<file path="config.mk">
export PLATFORM = sky130hd
export DESIGN_NAME = shift_add_mul
export DESIGN_NICKNAME = d
export VERILOG_FILES = /design/src/rtl/shift_add_mul.sv
export SDC_FILE = /design/constraint.sdc
export NUM_CORES = 1
export LEC_CHECK = 0
export CORE_ASPECT_RATIO = 0.75
export CORE_MARGIN = 4
export CORE_UTILIZATION = 55
export CTS_CLUSTER_DIAMETER = 200
export DETAILED_ROUTE_END_ITERATION = 10
export GPL_TIMING_DRIVEN = 0
export PLACE_DENSITY = 0.77
export SYNTH_ARGS = -nofsm -noshare
export SYNTH_HDL_FRONTEND = slang
export SYNTH_SLANG_ARGS = --single-unit
</file>
<file path="constraint.sdc">
create_clock -name clk -period 4 [get_ports clk]
set_input_delay 0.4 -clock clk [delete_from_list [all_inputs] [get_ports clk]]
set_output_delay 0.4 -clock clk [all_outputs]
set_load 0.1 [all_outputs]
</file>
<file path="src/rtl/shift_add_mul.sv">
// shift_add_mul: iterative shift-and-add multiplier with a valid/ready handshake
// on both sides.
//
// Operation
//   - One operand pair is accepted while idle.
//   - Operands are reduced to magnitudes, and the product is built by one add
//     per multiplier bit, one bit per cycle.
//   - The loop stops as soon as the remaining multiplier bits are all zero.
//   - The result is sign-corrected when the accumulator is unloaded.
//
// Ports
//   clk, rst      rising-edge clock, synchronous active-high reset
//   in_valid      operand pair on x/y/signed_mode is valid
//   in_ready      block is idle and can accept operands
//   x, y          multiplicand / multiplier, DATAWIDTH bits each
//   signed_mode   1 = two's-complement operands and result, 0 = unsigned
//   out_valid     result is valid (held until out_ready)
//   out_ready     consumer accepts the result
//   result        registered 2*DATAWIDTH-bit product
//   busy          an operation is in progress or waiting to be consumed

module shift_add_mul #(
    parameter int unsigned DATAWIDTH = 8
) (
    input  logic                   clk,
    input  logic                   rst,
    input  logic                   in_valid,
    output logic                   in_ready,
    input  logic [DATAWIDTH-1:0]   x,
    input  logic [DATAWIDTH-1:0]   y,
    input  logic                   signed_mode,
    output logic                   out_valid,
    input  logic                   out_ready,
    output logic [2*DATAWIDTH-1:0] result,
    output logic                   busy
);

    localparam int unsigned PW = 2 * DATAWIDTH;
    localparam int unsigned CW = $clog2(DATAWIDTH + 1);
    localparam logic [CW-1:0] CntLast = CW'(DATAWIDTH);

    typedef enum logic [1:0] {
        StIdle,
        StCalc,
        StDone
    } state_e;

    state_e                 state_q, state_d;
    logic [PW-1:0]          p_q, p_d;
    logic [PW-1:0]          t_q, t_d;
    logic [PW-1:0]          result_q, result_d;
    logic [DATAWIDTH-1:0]   m_q, m_d;
    logic [CW-1:0]          cnt_q, cnt_d;
    logic                   neg_q, neg_d;

    logic [DATAWIDTH-1:0]   x_mag, y_mag;
    logic [PW-1:0]          p_sum;
    logic [DATAWIDTH-1:0]   m_shift;
    logic [CW-1:0]          cnt_inc;
    logic                   calc_last;

    // Negating the most negative value wraps back to 100..0, which is exactly
    // its magnitude when read as unsigned.
    always_comb begin
        x_mag = x;
        y_mag = y;
        if (signed_mode && x[DATAWIDTH-1]) x_mag = ~x + DATAWIDTH'(1);
        if (signed_mode && y[DATAWIDTH-1]) y_mag = ~y + DATAWIDTH'(1);
    end

    always_comb begin
        p_sum     = m_q[0] ? (p_q + t_q) : p_q;
        m_shift   = m_q >> 1;
        cnt_inc   = cnt_q + CW'(1);
        // Exit once no set multiplier bits remain; the counter guards the full-width case.
        calc_last = (m_shift == '0) || (cnt_inc == CntLast);
    end

    always_comb begin
        state_d  = state_q;
        p_d      = p_q;
        t_d      = t_q;
        m_d      = m_q;
        cnt_d    = cnt_q;
        neg_d    = neg_q;
        result_d = result_q;

        unique case (state_q)
            StIdle: begin
                if (in_valid) begin
                    p_d     = '0;
                    t_d     = PW'(x_mag);
                    m_d     = y_mag;
                    cnt_d   = '0;
                    neg_d   = signed_mode & (x[DATAWIDTH-1] ^ y[DATAWIDTH-1]);
                    state_d = StCalc;
                end
            end
            StCalc: begin
                p_d   = p_sum;
                t_d   = t_q << 1;
                m_d   = m_shift;
                cnt_d = cnt_inc;
                if (calc_last) begin
                    result_d = neg_q ? (~p_sum + PW'(1)) : p_sum;
                    state_d  = StDone;
                end
            end
            StDone: begin
                if (out_ready) state_d = StIdle;
            end
            default: state_d = StIdle;
        endcase
    end

    always_ff @(posedge clk) begin
        if (rst) begin
            state_q  <= StIdle;
            p_q      <= '0;
            t_q      <= '0;
            m_q      <= '0;
            cnt_q    <= '0;
            neg_q    <= 1'b0;
            result_q <= '0;
        end else begin
            state_q  <= state_d;
            p_q      <= p_d;
            t_q      <= t_d;
            m_q      <= m_d;
            cnt_q    <= cnt_d;
            neg_q    <= neg_d;
            result_q <= result_d;
        end
    end

    assign in_ready  = (state_q == StIdle);
    assign out_valid = (state_q == StDone);
    assign busy      = (state_q != StIdle);
    assign result    = result_q;

endmodule

</file>
==> results.sh <==
export IMPL_worst_setup_path_type="reg2reg"
export IMPL_drc=0
export IMPL_cp_max_fo=10
export IMPL_cap_violations=0
export IMPL_htree_levels=3
export IMPL_seqCellArea_sq_um=1260
export IMPL_slew_violations=0
export IMPL_status="finished clean"
export IMPL_clock_latency_ns=0.35
export IMPL_nNetsFinal=623
export IMPL_grt_overflow_total=0
export IMPL_fmaxAchievable_ghz=0.290
export IMPL_synth_area_leader_cell="dfxtp_1"
export IMPL_wl_microns=12700
export IMPL_gr_usage_all_layers=0.291
export IMPL_drtIter0Drc=473
export IMPL_holdBufCountCts=0
export IMPL_cts_tree="done"
export IMPL_dp_cells=672
export IMPL_grt_max_degree=11
export IMPL_cts_buffer_depth=2
export IMPL_antenna_found_initial=0
export IMPL_syn_mean_instance_area_sq_um=7.78
export IMPL_firstDrtPassIters=8
export IMPL_drive_gt1_frac=0.0684
export IMPL_ys_seq_area_frac=0.304
export IMPL_yosysTopAreaCellShare=0.304
export IMPL_required_ns=4.22
export IMPL_post_cts_buffers=0
export IMPL_nFillCells=643
export IMPL_areaGrowthSynthToFinish_pct=17.0
export IMPL_cts_root_buf="clkbuf_8"
export IMPL_synth_flop_cell="dfxtp_1"
export IMPL_fin_cells=686
export IMPL_synth_fp_nets=574
export IMPL_worst_pin_slew_ns=0.984
export IMPL_multiInputGateArea_sq_um=2690
export IMPL_postRouteAntennaNets=0
export IMPL_ys_types=69
export IMPL_leakagePower_uw=0.00182
export IMPL_rsz0062_at_grt="no"
export IMPL_p_per_area_nw_per_um2=362
export IMPL_start_util=0.566
export IMPL_synth_area_sq_um=4150
export IMPL_dp_hpwl_microns=9410
export IMPL_clock_sinks=63
export IMPL_dieHeight_microns=83.2
export IMPL_numCtsBuffers=9
export IMPL_ir_drop_v=0.000359
export IMPL_dr_total_vias=4344
export IMPL_fin_skew_ns=0.00886
export IMPL_avgViaCountPerCell=6.33
export IMPL_port_buffers=38
export IMPL_synthArstFlopShare=0
export IMPL_synth_seq_cells=63
export IMPL_wl_per_cell_microns=18.6
export IMPL_first_global_vias=4099
export IMPL_io_pins=40
export IMPL_synth_edf_count=0
export IMPL_end_kind="flop"
export IMPL_min_period_ns=3.45
export IMPL_min_period_over_period=0.863
export IMPL_final_hold_viol_count=0
export IMPL_yosys_warnings=0
export IMPL_worstPathArrival_ns=3.67
export IMPL_cts_resized=0
export IMPL_rows=27
export IMPL_antenna_cells=0
export IMPL_setup_violations=0
export IMPL_grt_pass1_wl_microns=20800
export IMPL_hp_class="reg2reg"
export IMPL_clk_pin_slew_ns=0.07
export IMPL_place_congestion=0.938
export IMPL_max_slew_margin_rel=0.342
export IMPL_die_area_sq_um=9010
export IMPL_dieWidth_microns=108
export IMPL_syn_inst=533
export IMPL_synth_area_leaders="dfxtp_1, a21oi_1, nor2_1, ha_1, nand2_1"
export IMPL_setup_worst_path_start_class="flop"
export IMPL_fp_coreArea_sq_um=7330
export IMPL_setup_tns_ns=0
==> logic make-up (layout without fill, tap and decap cells) <==
| kind of cell | Yosys count | in the layout | synth area share |
|---|---|---|---|
| XOR/XNOR | 23 | 23 | 0.0486 |
| multiplexers | 12 | 12 | 0.0296 |
| AO/OA/AOI/OAI | 165 | 165 | 0.268 |
| adder cells (fa/ha/maj) | 20 | 20 | 0.0622 |
| AND/OR/NAND/NOR | 203 | 203 | 0.242 |
| buffers and inverters | 47 | 99 | 0.0462 |
| flip-flops | 63 | 63 | 0.304 |
==> worst max-delay path: stages (launching register included) <==
cell and delay [ns]:
dfxtp_1 0.42, buf_2 0.25, buf_2 0.29, buf_1 0.59, mux2i_1 0.40, ha_1 0.27
nand3_4 0.11, nor4_4 0.42, a31oi_1 0.15, o311ai_1 0.29, a21oi_1 0.11
==> power by group <==
group          switching (uW)  leakage [uW]  internal (uW)  total (uW)
logic                     341       0.00121            141         482
clock network             245     0.0000982            343         588
registers                28.3      0.000511            657         685
==> registers in the layout, summed over array words and instances (netlist names) <==
name	flops
cnt_q	4
m_q	8
neg_q	1
p_q	16
result	16
state_q	2
t_q	16
==> cell usage in the layout (no fill, tap or decap), drive strengths merged, types with 4 or more instances in the layout <==
cell type      Yosys  layout
clkbuf            22      32
nand3             22      22
a21oi             55      55
or3                8       8
a31oi             17      17
a21o              10      10
xor2              11      11
mux2i             10      10
ha                19      19
buf               10      10
xnor2             12      12
nand4              5       5
a211oi             9       9
nor2              70      70
nand3b             6       6
nand2b             7       7
nor3              13      13
nand2             47      47
a221oi             6       6
clkdlybuf4s50      0      38
a22oi             12      12
nor2b              4       4
inv               14      14
and3               6       6
o21ai             22      22
dfxtp             63      63
a211o              5       5
==> synth_stat cells, types with 6 or more instances <==
| cell type | number |
|---|---|
| dfxtp_1 | 63 |
| nand3b_1 | 6 |
| a211oi_1 | 6 |
| xor2_1 | 11 |
| a21oi_1 | 55 |
| a22oi_1 | 12 |
| nand2b_1 | 7 |
| nand2_1 | 46 |
| nor2_1 | 70 |
| nand3_1 | 21 |
| or3_1 | 8 |
| and3_1 | 6 |
| a21o_1 | 9 |
| clkbuf_1 | 22 |
| ha_1 | 19 |
| a31oi_1 | 16 |
| xnor2_1 | 12 |
| mux2i_1 | 10 |
| o21ai_0 | 19 |
| buf_2 | 6 |
| inv_1 | 14 |
| nor3_1 | 13 |
==> metrics by stage <==
step	setup WS [ns]	cell area, sq um	util	hold WS, ns	power [uW]
floorplan	0.992	4150	-	0.444	1020
global placement	0.738	4650	0.635	0.464	1160
detailed placement	0.730	4650	0.635	0.475	1170
CTS	0.670	4850	0.662	0.479	1750
global route	0.369	4850	0.662	0.519	1820
finish	0.548	4850	0.662	0.482	1750
==> path summary, 6_finish.rpt <==
| path | slack [ns] | end | cells after the start | from |
|---|---|---|---|---|
| setup / recovery | 0.55 | result[14]$_SDFFE_PP0P_ | 10 | m_q[0]$_SDFFE_PP0P_ |
| hold reg to reg | 0.48 | t_q[11]$_SDFFE_PP0P_ | 2 | t_q[10]$_SDFFE_PP0P_ |
| setup reg to reg | 0.55 | result[14]$_SDFFE_PP0P_ | 10 | m_q[0]$_SDFFE_PP0P_ |
| hold / removal | 0.48 | t_q[11]$_SDFFE_PP0P_ | 2 | t_q[10]$_SDFFE_PP0P_ |
==> layout make-up <==
type                            instances  share of cell area
Multi-Input combinational cell        423               0.555
Inverter                               15              0.0116
Buffer                                 32              0.0278
Tap cell                              101              0.0260
Timing Repair Buffer                   38              0.0784
Sequential cell                        63               0.260
Clock buffer                           10              0.0263
Clock inverter                          4              0.0150
==> routing by layer <==
layer  GRT usage  up-vias  share of wire
li1            -     2042              -
met1       0.427     2059           0.46
met2       0.418      224           0.43
met3      0.0824       19           0.10
met4      0.0757        0          0.012
met5           0        -              0
Note: power is estimated with default switching activity, not from simulation.
